### config.mk
export PLATFORM = sky130hd
export DESIGN_NAME = itag_bist_flat
export DESIGN_NICKNAME = d
export VERILOG_FILES = /design/src/rtl/itag_bist_if.sv /design/src/rtl/itag_bist.sv /design/src/flat_wrapper.sv
export SDC_FILE = /design/constraint.sdc
export NUM_CORES = 1
export LEC_CHECK = 0
export ABC_AREA = 1
export ABC_CLOCK_PERIOD_IN_PS = 4000
export BUFFER_PORTS_ARGS = -buffer_cell sky130_fd_sc_hd__buf_2
export CAP_MARGIN = 15
export CORE_AREA = 2 2 70 72
export CTS_CLUSTER_DIAMETER = 150
export DETAILED_ROUTE_END_ITERATION = 16
export DIE_AREA = 0 0 72 74
export PLACE_DENSITY_LB_ADDON = 0.12
export SYNTH_ARGS = -nofsm -noshare
export SYNTH_HDL_FRONTEND = slang
export SYNTH_SLANG_ARGS = --single-unit
export TNS_END_PERCENT = 20
### constraint.sdc
create_clock -name clk -period 4 [get_ports clk]
set_input_delay 0.2 -clock clk [delete_from_list [all_inputs] [get_ports clk]]
set_output_delay 0.2 -clock clk [all_outputs]
set_load 0.01 [all_outputs]
### src/rtl/itag_bist_if.sv
// Tag-array BIST port bundle: the controller drives the array side (master),
// the icache tag array returns read data and the hit flag (slave).
interface itag_bist_if #(
  parameter int ADDR_W = 9,
  parameter int TAG_W  = 18
);
  logic              test_mode;
  logic              bist_enable;
  logic [ADDR_W-1:0] bist_icu_tag_addr;
  logic [TAG_W-1:0]  bist_icu_tag_in;
  logic              bist_icu_tag_vld;
  logic              bist_icu_tag_we;
  logic [TAG_W-1:0]  itag_dout;
  logic              itag_vld;
  logic              itag_hit;

  modport master (
    output test_mode, bist_enable, bist_icu_tag_addr, bist_icu_tag_in,
           bist_icu_tag_vld, bist_icu_tag_we,
    input  itag_dout, itag_vld, itag_hit
  );

  modport slave (
    input  test_mode, bist_enable, bist_icu_tag_addr, bist_icu_tag_in,
           bist_icu_tag_vld, bist_icu_tag_we,
    output itag_dout, itag_vld, itag_hit
  );
endinterface

### src/rtl/itag_bist.sv
// March-test BIST controller for the icache tag array (W0^ / R0W1^ / R1W0v / R0^).
// Optional hit-flag checking during reads is enabled by defining ITAG_BIST_HIT_CHK_EN.
module itag_bist #(
  parameter int ADDR_W = 9,
  parameter int TAG_W  = 18
) (
  input  logic              clk,
  input  logic              reset_l,
  input  logic              bist_start,
  itag_bist_if.master       arr,
  output logic              bist_done,
  output logic              bist_fail,
  output logic [ADDR_W-1:0] fail_addr,
  output logic [1:0]        fail_elem
);

`ifdef ITAG_BIST_HIT_CHK_EN
  localparam logic HIT_CHK = 1'b1;
`else
  localparam logic HIT_CHK = 1'b0;
`endif

  localparam logic [ADDR_W-1:0] ADDR_MAX = '1;

  typedef enum logic [3:0] {
    IDLE, SETUP, M0_W, M1_RD, M1_WR, M2_RD, M2_WR, M3_RD, M3_CHK, DONE, FAIL
  } state_t;

  state_t            state;
  logic [ADDR_W-1:0] addr_q;
  logic [TAG_W-1:0]  tag_q;
  logic              vld_q;
  logic              test_mode_q;
  logic              enable_q;
  logic              we_q;
  logic              chk_q;

  logic              exp_p1;
  logic              mismatch;
  logic [ADDR_W-1:0] cmp_addr;
  logic [1:0]        elem;

  // Read-cycle tag/vld: expected pattern when hit checking, else the next write pattern.
  function automatic logic [TAG_W:0] rd_pat(input logic exp1, input logic wr1);
    if (HIT_CHK) rd_pat = {{TAG_W{exp1}}, 1'b1};
    else         rd_pat = {(TAG_W+1){wr1}};
  endfunction

  always_comb begin
    exp_p1   = (state == M2_WR);
    elem     = 2'd0;
    case (state)
      M1_RD, M1_WR:  elem = 2'd1;
      M2_RD, M2_WR:  elem = 2'd2;
      M3_RD, M3_CHK: elem = 2'd3;
      default:       elem = 2'd0;
    endcase
    // M3 reads are pipelined, so the data present belongs to the previous address.
    cmp_addr = (state == M3_RD || state == M3_CHK) ? addr_q - 1'b1 : addr_q;
    mismatch = 1'b0;
    if (chk_q)
      mismatch = ({arr.itag_dout, arr.itag_vld} != {(TAG_W+1){exp_p1}}) ||
                 (HIT_CHK && (arr.itag_hit != exp_p1));
  end

  always_ff @(posedge clk or negedge reset_l) begin
    if (!reset_l) begin
      state       <= IDLE;
      addr_q      <= '0;
      tag_q       <= '0;
      vld_q       <= 1'b0;
      test_mode_q <= 1'b0;
      enable_q    <= 1'b0;
      we_q        <= 1'b0;
      chk_q       <= 1'b0;
      bist_done   <= 1'b0;
      bist_fail   <= 1'b0;
      fail_addr   <= '0;
      fail_elem   <= '0;
    end else begin
      we_q  <= 1'b0;
      chk_q <= 1'b0;
      if (mismatch) begin
        state       <= FAIL;
        addr_q      <= '0;
        {tag_q, vld_q} <= '0;
        test_mode_q <= 1'b0;
        enable_q    <= 1'b0;
        bist_done   <= 1'b1;
        bist_fail   <= 1'b1;
        fail_addr   <= cmp_addr;
        fail_elem   <= elem;
      end else begin
        case (state)
          IDLE: if (bist_start) begin
            state       <= SETUP;
            test_mode_q <= 1'b1;
            enable_q    <= 1'b1;
            addr_q      <= '0;
          end
          SETUP: begin
            state <= M0_W;
            we_q  <= 1'b1;
            {tag_q, vld_q} <= '0;
          end
          M0_W: begin
            addr_q <= addr_q + 1'b1;
            if (addr_q == ADDR_MAX) begin
              state <= M1_RD;
              {tag_q, vld_q} <= rd_pat(1'b0, 1'b1);
            end else begin
              we_q <= 1'b1;
            end
          end
          M1_RD: begin
            state <= M1_WR;
            we_q  <= 1'b1;
            chk_q <= 1'b1;
            {tag_q, vld_q} <= '1;
          end
          M1_WR: begin
            if (addr_q == ADDR_MAX) begin
              state <= M2_RD;
              {tag_q, vld_q} <= rd_pat(1'b1, 1'b0);
            end else begin
              state  <= M1_RD;
              addr_q <= addr_q + 1'b1;
              {tag_q, vld_q} <= rd_pat(1'b0, 1'b1);
            end
          end
          M2_RD: begin
            state <= M2_WR;
            we_q  <= 1'b1;
            chk_q <= 1'b1;
            {tag_q, vld_q} <= '0;
          end
          M2_WR: begin
            if (addr_q == '0) begin
              state <= M3_RD;
              {tag_q, vld_q} <= rd_pat(1'b0, 1'b0);
            end else begin
              state  <= M2_RD;
              addr_q <= addr_q - 1'b1;
              {tag_q, vld_q} <= rd_pat(1'b1, 1'b0);
            end
          end
          M3_RD: begin
            addr_q <= addr_q + 1'b1;
            chk_q  <= 1'b1;
            if (addr_q == ADDR_MAX) state <= M3_CHK;
          end
          M3_CHK: begin
            state       <= DONE;
            addr_q      <= '0;
            {tag_q, vld_q} <= '0;
            test_mode_q <= 1'b0;
            enable_q    <= 1'b0;
            bist_done   <= 1'b1;
          end
          DONE, FAIL: if (!bist_start) begin
            state     <= IDLE;
            bist_done <= 1'b0;
            bist_fail <= 1'b0;
            fail_addr <= '0;
            fail_elem <= '0;
          end
          default: state <= IDLE;
        endcase
      end
    end
  end

  assign arr.test_mode         = test_mode_q;
  assign arr.bist_enable       = enable_q;
  assign arr.bist_icu_tag_addr = addr_q;
  assign arr.bist_icu_tag_in   = tag_q;
  assign arr.bist_icu_tag_vld  = vld_q;
  // The compare result arrives in the same cycle as the write, so the write is suppressed combinationally.
  assign arr.bist_icu_tag_we   = we_q & ~mismatch;

endmodule

### src/flat_wrapper.sv
// flat-port wrapper written by rule: the top's interface ports become plain ports
module itag_bist_flat 
#(
  parameter int ADDR_W = 9,
  parameter int TAG_W  = 18
)
  (clk, reset_l, bist_start, bist_done, bist_fail, fail_addr, fail_elem, arr_test_mode, arr_bist_enable, arr_bist_icu_tag_addr, arr_bist_icu_tag_in, arr_bist_icu_tag_vld, arr_bist_icu_tag_we, arr_itag_dout, arr_itag_vld, arr_itag_hit);
  itag_bist_if #(.ADDR_W(ADDR_W), .TAG_W(TAG_W)) arr_i ();
  input  logic clk;
  input  logic reset_l;
  input  logic bist_start;
  output logic bist_done;
  output logic bist_fail;
  output logic [ADDR_W-1:0] fail_addr;
  output logic [1:0] fail_elem;
  output wire logic [$bits(arr_i.test_mode)-1:0] arr_test_mode;
  output wire logic [$bits(arr_i.bist_enable)-1:0] arr_bist_enable;
  output wire logic [$bits(arr_i.bist_icu_tag_addr)-1:0] arr_bist_icu_tag_addr;
  output wire logic [$bits(arr_i.bist_icu_tag_in)-1:0] arr_bist_icu_tag_in;
  output wire logic [$bits(arr_i.bist_icu_tag_vld)-1:0] arr_bist_icu_tag_vld;
  output wire logic [$bits(arr_i.bist_icu_tag_we)-1:0] arr_bist_icu_tag_we;
  input wire logic [$bits(arr_i.itag_dout)-1:0] arr_itag_dout;
  input wire logic [$bits(arr_i.itag_vld)-1:0] arr_itag_vld;
  input wire logic [$bits(arr_i.itag_hit)-1:0] arr_itag_hit;
  assign arr_test_mode = arr_i.test_mode;
  assign arr_bist_enable = arr_i.bist_enable;
  assign arr_bist_icu_tag_addr = arr_i.bist_icu_tag_addr;
  assign arr_bist_icu_tag_in = arr_i.bist_icu_tag_in;
  assign arr_bist_icu_tag_vld = arr_i.bist_icu_tag_vld;
  assign arr_bist_icu_tag_we = arr_i.bist_icu_tag_we;
  assign arr_i.itag_dout = arr_itag_dout;
  assign arr_i.itag_vld = arr_itag_vld;
  assign arr_i.itag_hit = arr_itag_hit;
  itag_bist #(.ADDR_W(ADDR_W), .TAG_W(TAG_W)) u_core (.clk(clk), .reset_l(reset_l), .bist_start(bist_start), .arr(arr_i), .bist_done(bist_done), .bist_fail(bist_fail), .fail_addr(fail_addr), .fail_elem(fail_elem));
endmodule
==> metrics.md, run 1 <==
| Metric | Value |
|---|---|
| Power Density | `between 700 and 800 nW/um2` |
| Syn_area_per_cell | `6.711 um2` |
| Io pins | `67` |
| Mapped Area | `2362 um2` |
| Ys Warns | `0` |
| Worst rel slew slack | `a little over half` |
| DIE AREA | `between 5000 and 6000 um2` |
| Number of remaining DRC errors | `0` |
| Area leader, netlist | `dfrtp_1` |
| GPL Wtd Cong | `0.9084` |
| Fraction of layout cells with a size suffix above 1 | `between 20% and 30%` |
| Sequential area share after synthesis | `31.78%` |
| Number of synthesized register bits | `30` |
| Grt total ovfl | `0` |
| Run status | `completed` |
| Final hold violations | `0` |
| Worst Hold Class | `input port to register` |
| Worst-path clk slew | `~60 ps` |
| Detailed Route WL | `roughly 5.5 mm` |
| H-tree Lvls | `2` |
| Syn Nets | `roughly 380` |
| Tot GR Track Use | `a little over a fifth` |
| Hpwl dp | `slightly above 4 mm` |
| Arr. time, crit path | `between 2000 and 2500 ps` |
| Num CTS Buffers | `5` |
| Resized Gates After CTS | `0` |
| Multi-input logic area | `approximately 1200 um2` |
| Crit-path max FO | `54` |
| Critical Path Sink Type | `primary output` |
| Final-stage net count | `around 420` |
| Top post-synthesis cells by area | `dfrtp_1, nand2_1, nand3_1` |
| Post-CTS Setup Inserts | `0` |
| Commonest non-fill, non-tap cell in the layout | `nand2_1` |
| Vias | `2366` |
| Hold_ws | `between 200 and 250 ps` |
| Via density | `about 5.3` |
| Setup crit start kind | `register` |
| Starting Density | `about half` |
| Clock latency on the worst-skew pair | `280 ps` |
| Post-Route Skew | `13.04 ps` |
| Period minus WS final | `2324 ps` |
| Final ANT Viol Nets | `0` |
| Fmax | `0.4303 GHz` |
| Synth top area share | `about a third` |
| Port-buffer cells | `65` |
| Filler cells | `between 400 and 500` |
| Iteration-0 DRC Markers | `156` |
| Post-Syn Instances | `about 350` |
| Area grow syn2layout | `10.91%` |
| Worst slew pin tran | `a little under 700 ps` |
| Seq. cell area | `around 750 um2` |
| Routed len/inst | `about 12 um` |
| DR pass1 iterations | `5` |
| Die span in y | `around 74 um` |
| Worst VDD drop | `approximately 0.00035 V` |
| Required time of the critical path | `around 3800 ps` |
| Fin Setup TNS | `0 ps` |
| Unrepaired setup endpoints after global routing | `no` |
| Finish-stage setup viols | `0` |
| Max-cap violation count | `0` |
| Diodes inserted | `0` |
| TritonCTS clock tree | `yes` |
| Die Wd | `about 72 um` |
| Critical path class | `register to primary output` |
| Global-route wire length before repair | `roughly 9 mm` |
| Core region area | `roughly 4600 um2` |
| Largest net degree at the start of global routing | `between 50 and 60` |
| # clock sinks | `30` |
| CTS max path bufs | `2` |
| Max Slew Vio Count | `0` |
| Yosys cell types | `26` |
| Vias in the first global route | `between 2000 and 2500` |
| Initial antenna violation count | `0` |
| Final period utilization | `just under 60%` |
| Leakage | `1.508 nW` |
| Commonest cells after routing, fill and taps aside | `nand2_1, buf_2, nand3_1` |
| Root Buffer | `clkbuf_8` |
| Row count | `25` |
-- routing by layer --
metal / up-vias / share of wire, % / track usage, %
met5: - / 0 / 0
met4: 0 / 2.7 / 9.644
met3: 14 / 5.2 / 3.794
met2: 77 / 48 / 35.80
met1: 1075 / 44 / 28.56
li1: 1200 / - / -
-- final timing paths --
path                                                 start  depth (start not counted)  slack [ps]                         endpoint
min in group asynchronous                          reset_l                          2         490  u_core.arr.bist_icu_tag_addr[8]
setup reg to reg           u_core.arr.bist_icu_tag_addr[4]                         11        1820  u_core.arr.bist_icu_tag_addr[6]
hold / removal                                  bist_start                          3         200                  u_core.state[3]
max in group asynchronous                          reset_l                          2        3050              u_core.fail_addr[3]
hold reg to reg                           u_core.bist_fail                          2         480                 u_core.bist_fail
setup / recovery                           u_core.state[3]                          9        1680              arr_bist_icu_tag_we
-- state kept, by name (all words and copies together), names as in the netlist, 2 cells and up --
name,count
u_core.state,4
u_core.arr.bist_icu_tag_addr,9
u_core.fail_elem,2
u_core.fail_addr,9
-- critical path: stages, from the launching register on --
cell	delay, ps
dfrtp_1	490
inv_2	110
nand2_2	90
nor2_4	210
nor2_1	80
nand3_2	80
nand3_4	420
nand2_1	180
inv_1	40
buf_2	130
-- synth_stat cells (all sizes together) --
library cell	number
ha	4
o31ai	2
nand2	97
buf	31
dfrtp	30
o21ai	24
nand4	8
a21oi	4
nor3	3
o22ai	1
inv	38
nand3	64
o211ai	2
xor2	3
xnor2	2
nor2	39
-- through the flow --
step	instances	area, um2	util (%)	worst slack [ps]	power [mW]
floorplan	352	2362	-	2203	1.624
global placement	440	2515	54.69	1885	1.818
detailed placement	440	2515	54.69	1865	1.824
CTS	449	2620	56.98	1668	2.091
global route	449	2620	56.98	1466	2.302
finish	449	2620	56.98	1676	2.073
-- where the power goes --
part,internal [mW],switching (mW)
logic,0.441,0.820
clock network,0.138,0.121
registers,0.420,0.134
-- layout make-up --
type | count | share of cell area, %
Clock buffer | 6 | 3.152
Clock inverter | 2 | 0.4776
Inverter | 38 | 5.444
Multi-Input combinational cell | 253 | 46.90
Sequential cell | 30 | 28.65
Tap cell | 54 | 2.579
Timing Repair Buffer | 66 | 12.80
-- cells by family (layout without fill, tap and decap cells) --
family                     after synthesis  after routing  synth area share, %
AOI/OAI and AO/OA                       33             33                7.468
and+or+nand+nor                        211            211                40.57
DFF                                     30             30                31.78
adders and majority gates                4              4                2.119
buffers and inverters                   69            112                16.21
xor gates and xnor gates                 5              5                1.854
-- repair_timing --
item                                    in CTS  in global routing
hold buffers                                 1                  0
hold endpoints to repair                    30                  0
endpoints found under the setup margin       0                  0
Note: power is estimated with default switching activity, not from simulation.
==> run 2: changes to the inputs <==
Settings changed: ABC_CLOCK_PERIOD_IN_PS 4000 to 2400.
Clock period 4 ns to 2.4 ns, I/O delays scaled along.
==> run 2 against run 1 <==
Largest power group unchanged; utilization is 0.90 points higher; critical path depth is 3 higher; final area up 1.6%; clock skew down 2.1 ps; register-to-register slack got worse by 1600 ps; sequential power up 61%; sequential share of layout area down 0.40 points; wire length is 4.9% higher; global-route usage up 1.3 points; clock-buffer cell count did not move; sequential cell count is the same; hold slack worse by 92 ps.
==> metrics.md, run 2 (synthesis gave the netlist of run 1 again) <==
| Metric | Value |
|---|---|
| Run status | `completed` |
| Grt total ovfl | `0 (unchanged)` |
| Critical path class | `register to register` |
| Sequential share of power | `25.2% (-1.5 points)` |
| Fin Setup TNS | `0 ps (unchanged)` |
| Port-buffer cells | `65 (unchanged)` |
| Row count | `25 (unchanged)` |
| Worst VDD drop | `0.0005572 V (+60%)` |
| Commonest non-fill, non-tap cell in the layout | `nand2_1` |
| Commonest cells after routing, fill and taps aside | `nand2_1, buf_2, nand3_1` |
| CTS max path bufs | `2 (unchanged)` |
| Area post-placement | `2545 um2 (+1.2%)` |
| DIE AREA | `5328 um2 (unchanged)` |
| Routed len/inst | `12.61 um (+3.7%)` |
| Largest net degree at the start of global routing | `55 (unchanged)` |
| Io pins | `67 (unchanged)` |
| Iteration-0 DRC Markers | `140 (-10%)` |
| Fraction of layout cells with a size suffix above 1 | `23.25% (+1.2 points)` |
| Max-cap violation count | `0 (unchanged)` |
| Global-route wire length before repair | `9.591 mm (+5.5%)` |
| TritonCTS clock tree | `yes` |
| Final period utilization | `about nine tenths` |
| Hpwl dp | `4.190 mm (+3.5%)` |
| Initial antenna violation count | `0 (unchanged)` |
| P_int | `1.701 mW (+70%)` |
| Area grow syn2layout | `12.66%` |
| Setup crit start kind | `register` |
| # clock sinks | `30 (unchanged)` |
| Max Slew Vio Count | `0 (unchanged)` |
| Crit-path max FO | `5 (-91%)` |
| Clock power share | `12.2% (-0.3 points)` |
| H-tree Lvls | `2 (unchanged)` |
| Vias in the first global route | `2065 (+2.9%)` |
| Critical Path Sink Type | `register` |
| Root Buffer | `clkbuf_8` |
| Worst Hold Class | `input port to register` |
| Arr. time, crit path | `2370 ps (+250 ps)` |
| Required time of the critical path | `2570 ps (-1230 ps)` |
| Diodes inserted | `0 (unchanged)` |
| Unrepaired setup endpoints after global routing | `no` |
| DR pass1 iterations | `5 (unchanged)` |
| Num CTS Buffers | `5 (unchanged)` |
| Power Density | `1332 nW/um2 (+68%)` |
| Finish-stage setup viols | `0 (unchanged)` |
| Worst slew pin tran | `684.8 ps (-9.406 ps)` |
| Starting Density | `51.37% (unchanged)` |
| Sw power | `1.843 mW (+72%)` |
| Worst rel slew slack | `54.35% (+0.63 points)` |
| Tot GR Track Use | `23.10% (+1.3 points)` |
| Final hold violations | `0 (unchanged)` |
| Final instance area | `2661 um2 (+1.6%)` |
| Final ANT Viol Nets | `0 (unchanged)` |
| Core region area | `4598 um2 (unchanged)` |
| Leakage | `1.533 nW (+1.6%)` |
| Vias | `2386 (+0.85%)` |
| Combinational share of power | `62.6% (+1.8 points)` |
| GPL Wtd Cong | `0.9158 (+0.81%)` |
| Sw Share | `52.00% (+0.18 points)` |
| Detailed Route WL | `5.724 mm (+4.9%)` |
| Post-CTS Setup Inserts | `0 (unchanged)` |
| Fmax | `about 0.45 GHz` |
| Period minus WS final | `~2200 ps` |
| Post-Route Skew | `10.95 ps (-2.088 ps)` |
| Via density | `5.256 (-0.27%)` |
| Final-stage net count | `426 (+1.2%)` |
| Worst-path clk slew | `80 ps (+20 ps)` |
| Number of remaining DRC errors | `0 (unchanged)` |
| Clock latency on the worst-skew pair | `280 ps (about the same)` |
| Die span in y | `74 um (unchanged)` |
| Die Wd | `72 um (unchanged)` |
-- run 2: cell count changes in the layout (fill, tap and decap cells not counted) --
| cell | before | now |
|---|---|---|
| buf_4 | 0 | 3 |
| buf_6 | 0 | 1 |
| dfrtp_1 | 30 | 29 |
| dfrtp_2 | 0 | 1 |
| nand2_1 | 93 | 94 |
| nor2_1 | 35 | 34 |
| nor2_2 | 1 | 2 |
-- run 2: critical path, stage by stage (launching register included) --
cell and delay (ps):
dfrtp_1 430, ha_1 260, nand3_1 150, nor2_2 60, nand3_1 90, nor2_1 70, ha_1 210, nand2_1 150
nand2_1 70, a21oi_1 240, nand2_1 200, nand3_1 110, nand2_1 50
-- run 2: final timing paths --
kind	from	to	slack, ps	cells past startpoint
setup / recovery	u_core.arr.bist_icu_tag_addr[0]	u_core.arr.bist_icu_tag_addr[4]	200	12
hold / removal	bist_start	u_core.state[3]	110	3
setup reg to reg	u_core.arr.bist_icu_tag_addr[0]	u_core.arr.bist_icu_tag_addr[4]	200	12
hold reg to reg	u_core.bist_fail	u_core.bist_fail	480	2
max in group asynchronous	reset_l	u_core.arr.bist_icu_tag_addr[1]	1510	2
min in group asynchronous	reset_l	u_core.state[1]	410	2
-- run 2: final cells by class --
| class | count | area [um2] |
|---|---|---|
| sequential | 30 | 752.0 |
| timing repair buffer | 70 | 369.1 |
| clock inverter | 2 | 12.51 |
| multi-input combinational | 254 | 1235 |
| fill | 468 | 1937 |
| clock buffer | 6 | 82.58 |
| tap | 54 | 67.56 |
| inverter | 38 | 142.6 |
-- run 2: power by group through the flow --
stage | clock, mW | combinational (mW) | sequential (mW)
2_1_floorplan | 0 | 1.77 | 0.933
3_3_place_gp | 0 | 2.16 | 0.895
3_5_place_dp | 0 | 2.19 | 0.904
4_1_cts | 0.446 | 2.20 | 0.895
5_1_grt | 0.465 | 2.53 | 0.927
6_report | 0.433 | 2.22 | 0.893
-- run 2: timing repair --
| action | CTS | global route |
|---|---|---|
| endpoints found under the hold margin | 30 | 0 |
| hold buffers | 1 | 0 |
| setup endpoints to repair | 0 | 11 |
| resized for setup | 0 | 3 |
-- run 2: through the flow --
stage | power (mW) | worst slack (ps) | hold slack, ps | cells | util (%)
floorplan | 2.707 | 603.4 | -175.6 | 352 | -
global placement | 3.057 | 291.2 | 207.0 | 444 | 55.35
detailed placement | 3.093 | 237.9 | 207.1 | 444 | 55.35
CTS | 3.537 | 137.3 | 111.6 | 453 | 57.63
global route | 3.924 | 5.784 | 117.9 | 454 | 57.88
finish | 3.545 | 197.1 | 111.7 | 454 | 57.88
-- run 2: per-layer routing --
metal,part of all wire [%],track usage (%),vias up
li1,-,-,1209
met1,45,29.37,1109
met2,49,38.89,60
met3,3.8,3.930,8
met4,2.1,10.48,0
met5,0,0,-
